File: src/rtl/rv_pkg.sv
`default_nettype none
// ============================================================================
// Module   : rv_pkg
// Purpose  : Shared store-path constants and drain FSM encoding.
// Revision : 1.0 - initial release
// ============================================================================
package rv_pkg;

    localparam logic [1:0] SZ_B = 2'b00;
    localparam logic [1:0] SZ_H = 2'b01;
    localparam logic [1:0] SZ_W = 2'b10;

    localparam int DEPTH_DEFAULT = 4;

    typedef enum logic [0:0] {
        ST_IDLE = 1'b0,
        ST_REQ  = 1'b1
    } drain_state_t;

endpackage
`default_nettype wire

File: src/rtl/store_lane_align.sv
`default_nettype none
// ============================================================================
// Module   : store_lane_align
// Purpose  : Places store data on byte lanes, builds byte enables, flags
//            misaligned or illegal store sizes.
// Revision : 1.0 - initial release
// ============================================================================
module store_lane_align
    import rv_pkg::*;
(
    input  logic [31:0] st_data,
    input  logic [1:0]  size,
    input  logic [1:0]  off,
    output logic [31:0] wdata,
    output logic [3:0]  be,
    output logic        misalign
);

    always_comb begin
        wdata    = st_data;
        be       = 4'b0000;
        misalign = 1'b0;
        case (size)
            SZ_B: begin
                be    = 4'b0001 << off;
                wdata = {4{st_data[7:0]}};
            end
            SZ_H: begin
                be       = 4'b0011 << off;
                wdata    = {2{st_data[15:0]}};
                misalign = off[0];
            end
            SZ_W: begin
                be       = 4'b1111;
                misalign = (off != 2'b00);
            end
            default: misalign = 1'b1;
        endcase
    end

endmodule
`default_nettype wire

File: src/rtl/store_buffer.sv
`default_nettype none
// ============================================================================
// Module   : store_buffer
// Purpose  : In-order store queue draining to data memory over req/ack, with
//            misalign reporting and load-after-store word hazard detection.
// Revision : 1.0 - initial release
// ============================================================================
module store_buffer
    import rv_pkg::*;
#(
    parameter int DEPTH = DEPTH_DEFAULT,
    parameter int AW    = 32,
    parameter int DW    = 32
) (
    input  logic          clk,
    input  logic          rst_n,
    input  logic          st_valid,
    output logic          st_ready,
    input  logic [AW-1:0] st_addr,
    input  logic [DW-1:0] st_data,
    input  logic [2:0]    st_funct3,
    output logic          st_misalign,
    input  logic          ld_valid,
    input  logic [AW-1:0] ld_addr,
    output logic          ld_hazard,
    output logic          mem_req,
    output logic [AW-1:0] mem_addr,
    output logic [DW-1:0] mem_wdata,
    output logic [3:0]    mem_be,
    input  logic          mem_ack,
    output logic          empty
);

    localparam int          PW     = $clog2(DEPTH);
    localparam int          WAW    = AW - 2;
    localparam logic [PW:0] C_FULL = (PW+1)'(DEPTH);

    logic [WAW-1:0] r_ent_addr [DEPTH];
    logic [DW-1:0]  r_ent_data [DEPTH];
    logic [3:0]     r_ent_be   [DEPTH];

    logic [PW-1:0]  r_wr_ptr;
    logic [PW-1:0]  r_rd_ptr;
    logic [PW:0]    r_count;
    logic [PW:0]    w_count_next;
    drain_state_t   r_state;
    drain_state_t   w_state_next;
    logic           r_st_misalign;

    logic [DW-1:0]  w_wdata;
    logic [3:0]     w_be;
    logic           w_misalign;
    logic           w_push;
    logic           w_pop;
    logic [DEPTH-1:0] w_hit;
    logic           w_unused_bits;

    store_lane_align u_align (
        .st_data  (st_data),
        .size     (st_funct3[1:0]),
        .off      (st_addr[1:0]),
        .wdata    (w_wdata),
        .be       (w_be),
        .misalign (w_misalign)
    );

    assign w_unused_bits = ^{st_funct3[2], ld_addr[1:0]};

    assign st_ready    = (r_count != C_FULL);
    assign empty       = (r_count == '0);
    assign st_misalign = r_st_misalign;

    assign w_push = st_valid && st_ready && !w_misalign;
    assign w_pop  = (r_state == ST_REQ) && mem_ack;

    always_comb begin
        w_count_next = r_count;
        case ({w_push, w_pop})
            2'b10:   w_count_next = r_count + 1'b1;
            2'b01:   w_count_next = r_count - 1'b1;
            default: w_count_next = r_count;
        endcase
    end

    // Entry payload is not reset; occupancy is tracked by pointers and count.
    always_ff @(posedge clk) begin
        if (w_push) begin
            r_ent_addr[r_wr_ptr] <= st_addr[AW-1:2];
            r_ent_data[r_wr_ptr] <= w_wdata;
            r_ent_be[r_wr_ptr]   <= w_be;
        end
    end

    always_ff @(posedge clk or negedge rst_n) begin
        if (!rst_n) begin
            r_wr_ptr      <= '0;
            r_rd_ptr      <= '0;
            r_count       <= '0;
            r_state       <= ST_IDLE;
            r_st_misalign <= 1'b0;
        end else begin
            if (w_push) r_wr_ptr <= r_wr_ptr + 1'b1;
            if (w_pop)  r_rd_ptr <= r_rd_ptr + 1'b1;
            r_count       <= w_count_next;
            r_state       <= w_state_next;
            r_st_misalign <= st_valid && w_misalign;
        end
    end

    always_comb begin
        w_state_next = r_state;
        mem_req      = 1'b0;
        case (r_state)
            ST_IDLE: begin
                if (r_count != '0) w_state_next = ST_REQ;
            end
            ST_REQ: begin
                mem_req = 1'b1;
                if (mem_ack && (w_count_next == '0)) w_state_next = ST_IDLE;
            end
            default: w_state_next = ST_IDLE;
        endcase
    end

    assign mem_addr  = {r_ent_addr[r_rd_ptr], 2'b00};
    assign mem_wdata = r_ent_data[r_rd_ptr];
    assign mem_be    = r_ent_be[r_rd_ptr];

    // An entry is live when its distance from the head is below the count.
    for (genvar i = 0; i < DEPTH; i++) begin : g_hazard
        logic [PW-1:0] w_rel;
        assign w_rel    = PW'(i) - r_rd_ptr;
        assign w_hit[i] = ({1'b0, w_rel} < r_count) && (r_ent_addr[i] == ld_addr[AW-1:2]);
    end

    assign ld_hazard = ld_valid && (|w_hit);

endmodule
`default_nettype wire

File: config.mk
export PLATFORM = sky130hd
export DESIGN_NAME = store_buffer
export DESIGN_NICKNAME = d
export VERILOG_FILES = /design/src/rtl/rv_pkg.sv /design/src/rtl/store_lane_align.sv /design/src/rtl/store_buffer.sv
export SDC_FILE = /design/constraint.sdc
export NUM_CORES = 1
export LEC_CHECK = 0
export CAP_MARGIN = 30
export CORE_ASPECT_RATIO = 0.7
export CORE_MARGIN = 1
export CORE_UTILIZATION = 49
export CTS_CLUSTER_SIZE = 25
export DETAILED_ROUTE_END_ITERATION = 10
export GPL_TIMING_DRIVEN = 0
export PLACE_DENSITY = 0.8
export SYNTH_ARGS = -nofsm -noshare
export SYNTH_HDL_FRONTEND = slang
export SYNTH_SLANG_ARGS = --single-unit
File: constraint.sdc
create_clock -name clk -period 2.9 [get_ports clk]
set_input_delay 0.58 -clock clk [delete_from_list [all_inputs] [get_ports clk]]
set_output_delay 0.58 -clock clk [all_outputs]
set_load 0.005 [all_outputs]
==> metrics.csv, run 1 <==
stage,metric,value,unit
global_route,GRT Overall Usage,0.2363,
setup_path,CP arrival,2.53,ns
clocking,clock tree sinks,273,
status,failing checks,setup timing,
clocking,CTS root buffer,clkbuf_16,
status,status,"finished, violations left",
power_and_ir_drop,Worst VDD drop,0.4985,mV
clocking,# hold bufs at CTS,0,
logic_synthesis,synthesized flop and latch total,273,
clocking,CTS tree,yes,
placement,Inst Count DP,1129,
global_route,initial antenna violation count,0,
timing,slew margin rel.,0.4479,
logic_synthesis,"Avg Cell Area, Syn",18.67,µm²
drt,Pre-Repair DR Iteration Count,5,
setup_path,Required @ worst endpoint,2.32,ns
logic_synthesis,top cell type's share of synthesized area,0.6677,
floorplanning,Die W,188.1,µm
floorplanning,die area,0.02487,mm²
power_and_ir_drop,Sequential Power Share,0.387,
timing,Tmin final,3.106,ns
floorplanning,site row count,47,
timing,post-route clock period utilization,1.071,
drt,drt wl/cell,24.43,µm
cells_and_area,proportion of layout cells with a drive suffix above 1,0.2325,
cells_and_area,ANT cells,0,
placement,cell area after placement,0.01409,mm²
placement,post-detail-place hpwl,19.86,mm
setup_path,CP endpoint kind,output port,
logic_synthesis,asr flop ratio synth,0.03297,
power_and_ir_drop,Clock power frac,0.247,
floorplanning,die height,132.2,µm
drt,routed wire length,29.42,mm
logic_synthesis,Post-Synthesis Cells,636,
floorplanning,I/O pin count,177,
power_and_ir_drop,Leak Pwr,5.580,nW
global_route,GRT overflow,0,
floorplanning,Core Footprint,0.02370,mm²
timing,Fmax achieved,322.0,MHz
power_and_ir_drop,Design Power,12.91,mW
drt,DRC,0,
placement,GPL Wtd Cong,0.8257,
timing,Final Hold Viols,0,
drt,DR iter-0 viols,641,
timing,RSZ-0062 raised after global routing,yes,
timing,setup TNS,-0.2061,ns
flow_run,max-cap check violation count,0,
drt,via count,6820,
cells_and_area,# nets final,980,
power_and_ir_drop,Switching Share,0.2866,
logic_synthesis,synth unique cells,32,
floorplanning,Initial Utilization,0.5010,
timing,Setup WS post-layout,-0.2061,ns
timing,final setup fails,1,
cells_and_area,Fillers,1618,
clocking,number of CTS-inserted buffers,27,
logic_synthesis,Post-Synthesis Cell Area,0.01187,mm²
cells_and_area,final core occ,0.6543,
global_route,vias in the first global route,7009,
global_route,first-pass GRT wire length,43.18,mm
clocking,Clock Path Buffers,3,
global_route,largest net degree at the start of global routing,52,
setup_path,startpoint types,primary input,
logic_synthesis,sequential area share after synthesis,0.6867,
logic_synthesis,Post-synth EDFFs,264,
clocking,clk slew on worst S/H paths,0.06,ns
power_and_ir_drop,PwrDens,832.6,mW/mm²
clocking,H-tree depth,1,
placement,Port Buf Inserts,170,
timing,clock skew,0.01528,ns
timing,worst slew pin tran,0.8251,ns
cells_and_area,Area Growth Syn to Fin,30.61,%
drt,drt via density,5.664,
drt,Routed Antenna Nets,0,
power_and_ir_drop,Comb power frac,0.366,
min_path,Hold Crit Class,primary input to asynchronous set/reset pin,
logic_synthesis,Post-synth top flop,edfxtp_1,
power_and_ir_drop,sw power,3.700,mW
clocking,clk_lat worst skew,0.54,ns
logic_synthesis,largest area contributor in the netlist,edfxtp_1,
cells_and_area,Final Non-Filler Cells,1204,
logic_synthesis,YS warnings,0,
timing,max-slew violations,0,
cells_and_area,final instance area,0.01551,mm²
logic_synthesis,synth top area cells,"edfxtp_1 67%, mux4_2 13%, xor2_1 8.4%",
setup_path,Setup CP Type,primary input to output port,
power_and_ir_drop,P_int,9.211,mW
setup_path,Crit Path Max Fanout,4,
path summary, 6_finish.rpt:
check / depth (start not counted) / slack, ns / to / from
setup / recovery: 7 / -0.21 / ld_hazard / ld_addr[19]
hold / removal: 1 / 0.36 / st_misalign / rst_n
setup reg to reg: 11 / 0.31 / r_state / r_count[1]
hold reg to reg: 2 / 0.58 / r_count[1] / r_count[1]
max in group asynchronous: 1 / 2.25 / r_count[2] / rst_n
min in group clk: 2 / 0.58 / r_count[1] / r_count[1]
stage by stage:
| stage | hold WS (ns) | worst slack (ns) |
|---|---|---|
| after global placement | 0.5404 | -1.350 |
| after floorplan | 0.2844 | 0.2076 |
| after CTS | 0.3539 | -0.1820 |
| after global routing | 0.3953 | -0.2638 |
| final | 0.3565 | -0.2061 |
| after detailed placement | 0.5521 | -0.8419 |
per-layer routing:
metal | routed length [µm] | GRT usage
met5 | 0 | 0
met4 | 581 | 0.05646
met3 | 2416 | 0.04365
met2 | 13250 | 0.3473
met1 | 13170 | 0.3666
cell families (layout without fill, tap and decap cells):
logic type	Yosys count	in the layout	synth area share
fa+ha+maj	10	10	0.01117
mux	92	92	0.1489
flops	273	273	0.6867
xor+xnor	127	127	0.09369
buf+inv	37	286	0.01412
compound gates	27	27	0.01370
simple gates	69	69	0.03140
other cells	1	2	0.0003159
layout by cell type, fill, tap and decap left out, types with 3 or more instances in the layout:
cell type | Yosys | routed
a2111oi_2 | 0 | 4
a21oi_1 | 7 | 6
and2_4 | 0 | 4
buf_12 | 0 | 9
buf_16 | 0 | 4
buf_2 | 8 | 4
buf_4 | 5 | 24
buf_6 | 0 | 6
clkbuf_1 | 10 | 14
clkbuf_16 | 0 | 30
clkbuf_2 | 0 | 4
clkbuf_8 | 0 | 3
clkdlybuf4s15_1 | 0 | 11
clkdlybuf4s50_1 | 0 | 92
clkinv_1 | 0 | 3
clkinv_2 | 0 | 4
dfrtp_1 | 9 | 9
dlygate4sd2_1 | 0 | 29
dlymetal6s2s_1 | 0 | 32
edfxtp_1 | 264 | 264
ha_1 | 9 | 9
inv_1 | 13 | 13
mux2_2 | 17 | 17
mux2i_1 | 9 | 9
mux4_2 | 66 | 66
nand2_1 | 13 | 13
nand3_1 | 5 | 5
nand4_1 | 8 | 8
nor2_1 | 6 | 6
nor3_1 | 5 | 5
nor4_1 | 24 | 8
nor4_2 | 0 | 16
o21ai_0 | 12 | 12
xnor2_1 | 13 | 13
xor2_1 | 114 | 110
xor2_2 | 0 | 4
state kept, by name, indices dropped and copies added, names as in the netlist:
register / cells
r_ent_data: 128
r_ent_addr: 120
r_ent_be: 16
r_count: 3
r_rd_ptr: 2
r_wr_ptr: 2
r_state: 1
st_misalign: 1
synthesized netlist by cell type, drive strengths merged, types with 8 or more instances:
master	count
nor4	24
edfxtp	264
nand4	8
mux4	66
nand2	13
ha	9
o21ai	12
clkbuf	10
xnor2	13
xor2	114
mux2i	9
mux2	17
dfrtp	9
buf	14
inv	13
layout make-up:
type,instances,area [µm²],share of cell area
Sequential cell,273,8153,0.5257
Multi-Input combinational cell,327,3740,0.2412
Timing Repair Buffer,201,2108,0.1360
Clock buffer,40,744.5,0.04801
Tap cell,318,397.9,0.02566
Buffer,23,266.5,0.01719
Clock inverter,9,48.80,0.003147
Inverter,13,48.80,0.003147
critical path: stages:
cell and delay [ns]:
clkdlybuf4s50_1 0.51, xor2_1 0.20, nor4_2 0.41, nand4_1 0.20, a2111oi_2 0.32, or4_4 0.19, buf_2 0.11
what timing repair did:
action,4_1_cts,5_1_grt
hold endpoints to repair,0,0
buffers inserted,12,13
endpoints found under the setup margin,142,27
cloned,1,2
resized for setup,120,69
pin swaps,16,5
power groups by stage:
stage          logic (mW)  registers, mW  clock network (mW)
6_report             4.73           5.00                3.19
5_1_grt              5.03           5.03                3.38
4_1_cts              4.50           4.99                3.23
3_5_place_dp         4.21           5.07                   0
3_3_place_gp         4.14           5.07                   0
2_1_floorplan        2.12           5.02                   0
(Power assumes the default switching activity.)
==> inputs of run 2 (changes only) <==
Settings changed: GPL_TIMING_DRIVEN 0 to 1.
==> run 2 against run 1 <==
Compared with the run above:
- the flow still finishes with violations (setup timing)
- cell count down 0.25%
- largest power group unchanged
- clock power about the same
- wire length up 0.11%
==> metrics.csv, run 2 (same netlist as run 1, synthesis figures left out) <==
stage,metric,value,unit,change
status,status,"finished, violations left",,
status,failing checks,setup timing,,
timing,Fmax achieved,337.2,MHz,+4.7%
floorplanning,Die W,188.1,µm,unchanged
timing,Hold Slack,0.3584,ns,+0.001938 ns
placement,Port Buf Inserts,171,,+0.59%
cells_and_area,Largest regs,"r_ent_data (128), r_ent_addr (120), r_ent_be (16)",,
cells_and_area,Fillers,1606,,-0.74%
floorplanning,Initial Utilization,0.5010,,unchanged
global_route,largest net degree at the start of global routing,61,,+17%
setup_path,startpoint types,primary input,,
clocking,# hold bufs at CTS,0,,unchanged
floorplanning,Core Footprint,0.02370,mm²,unchanged
global_route,initial antenna violation count,0,,unchanged
drt,via count,6782,,-0.56%
setup_path,Setup CP Type,primary input to output port,,
clocking,CTS root buffer,clkbuf_16,,
drt,drt via density,5.647,,-0.31%
cells_and_area,FF+latch area,0.008158,mm²,about the same
flow_run,max-cap check violation count,0,,unchanged
setup_path,max incr delay on CP,0.50,ns,about the same
power_and_ir_drop,Design Power,12.59,mW,-2.5%
setup_path,Worst R2R Path Depth,11,,unchanged
timing,post-route clock period utilization,1.023,,-0.04853
power_and_ir_drop,PwrDens,811.7,mW/mm²,-2.5%
timing,slew margin rel.,0.4757,,+0.02777
floorplanning,die height,132.2,µm,unchanged
cells_and_area,Multi-input gate area,0.003859,mm²,+3.2%
timing,Final Hold Viols,0,,unchanged
setup_path,CP arrival,2.39,ns,-0.14 ns
global_route,GRT overflow,0,,unchanged
floorplanning,die area,0.02487,mm²,unchanged
setup_path,"slowest stage cell, crit path",clkdlybuf4s50_1,,
global_route,vias in the first global route,7026,,+0.24%
setup_path,CP endpoint kind,output port,,
clocking,H-tree depth,1,,unchanged
drt,Routed Antenna Nets,0,,unchanged
timing,final setup fails,1,,unchanged
timing,Tmin final,2.965,ns,-0.1407 ns
setup_path,CP Cell Sequence,clkdlybuf4s50_1 > buf_4 > xor2_1 > nor3_2 > buf_4 > nand3_1 > a2111oi_2 > or4_1 > buf_2,,
clocking,Clock Path Buffers,3,,unchanged
cells_and_area,final core occ,0.6545,,about the same
setup_path,critical path's most frequent cell,buf_4,,
setup_path,FF-to-FF setup slack,0.38,ns,+0.07 ns
min_path,Hold Crit Class,primary input to asynchronous set/reset pin,,
timing,RSZ-0062 raised after global routing,yes,,
cells_and_area,final instance area,0.01551,mm²,about the same
placement,GPL Wtd Cong,0.8684,,+5.2%
drt,DR iter-0 viols,604,,-5.8%
timing,clock skew,0.01180,ns,-0.003482 ns
clocking,clk_lat worst skew,0.53,ns,about the same
cells_and_area,Area Growth Syn to Fin,30.65,%,about the same
timing,max-slew violations,0,,unchanged
clocking,clk slew on worst S/H paths,0.06,ns,about the same
floorplanning,site row count,47,,unchanged
clocking,clock tree sinks,273,,unchanged
drt,DRC,0,,unchanged
placement,cell area after placement,0.01433,mm²,+1.7%
cells_and_area,# nets final,978,,-0.20%
cells_and_area,max FFs per register,128,,unchanged
placement,post-detail-place hpwl,19.28,mm,-2.9%
drt,Pre-Repair DR Iteration Count,4,,-1
power_and_ir_drop,Leak Pwr,5.400,nW,-3.2%
power_and_ir_drop,Worst VDD drop,0.5656,mV,+13%
clocking,number of CTS-inserted buffers,27,,unchanged
drt,drt wl/cell,24.52,µm,+0.36%
clocking,CTS tree,yes,,
cells_and_area,proportion of layout cells with a drive suffix above 1,0.2458,,+0.01325
cells_and_area,largest register by flop count,r_ent_data,,
setup_path,Crit Path Max Fanout,3,,-1
floorplanning,I/O pin count,177,,unchanged
setup_path,Required @ worst endpoint,2.32,ns,about the same
timing,worst slew pin tran,0.7836,ns,-0.04150 ns
cells_and_area,highest-count cells in the layout ignoring fill and taps,"264 x edfxtp_1, 106 x xor2_1, 83 x clkdlybuf4s50_1",,
cells_and_area,ANT cells,0,,unchanged
global_route,first-pass GRT wire length,43.71,mm,+1.2%
global_route,GRT Overall Usage,0.2389,,+0.002553
drt,routed wire length,29.45,mm,+0.11%
cells_and_area,"most common cell after layout, fill and taps aside",edfxtp_1,,
timing,Setup WS post-layout,-0.06532,ns,+0.1407 ns
run 2: per-stage QoR:
stage / setup TNS (ns) / cells / setup WS, ns
5_1_grt: -0.1143 / 1201 / -0.1143
2_1_floorplan: 0 / 637 / 0.2076
3_3_place_gp: -1.067 / 1145 / -0.7681
6_report: -0.06532 / 1201 / -0.06532
3_5_place_dp: -1.093 / 1145 / -0.7731
4_1_cts: -0.06567 / 1200 / -0.06567
run 2: layout make-up:
cell class | count | area share
sequential | 273 | 0.5259
clock buffer | 32 | 0.04477
clock inverter | 16 | 0.006453
multi-input combinational | 327 | 0.2488
tap | 318 | 0.02565
inverter | 13 | 0.003146
timing repair buffer | 222 | 0.1453
run 2: metal layers:
metal	track usage	part of all wire	vias up
met5	0	0	-
met4	0.05465	0.019	0
met3	0.04924	0.080	42
met2	0.3614	0.46	272
met1	0.3590	0.44	3492
li1	-	-	2976
run 2: report_power, final:
part	internal [mW]	leakage (nW)	switching, mW	total, mW
Combinational	2.29	2.51	2.05	4.35
Sequential	4.82	2.50	0.225	5.05
Clock	1.79	0.396	1.41	3.20
run 2: worst paths after layout:
check,startpoint,endpoint
worst max register to register,r_count[0],r_state
worst max-delay path,ld_addr[23],ld_hazard
min in group clk,r_count[1],r_count[1]
worst min register to register,r_count[1],r_count[1]
max in group asynchronous,rst_n,r_rd_ptr[0]
worst min-delay path,rst_n,r_rd_ptr[0]
run 2: worst max-delay path: cells and delay by family:
kind	cells	cell delay, ns
AOI/OAI and AO/OA	1	0.05
xor gates and xnor gates	1	0.18
buffers and inverters	4	0.93
and+or+nand+nor	3	0.63
run 2: timing repair:
item	in CTS	in global routing
setup endpoints to repair	60	4
gates resized for setup	129	28
gates cloned	4	0
endpoints found under the hold margin	0	0
buffers inserted	3	1
pin swaps	18	11
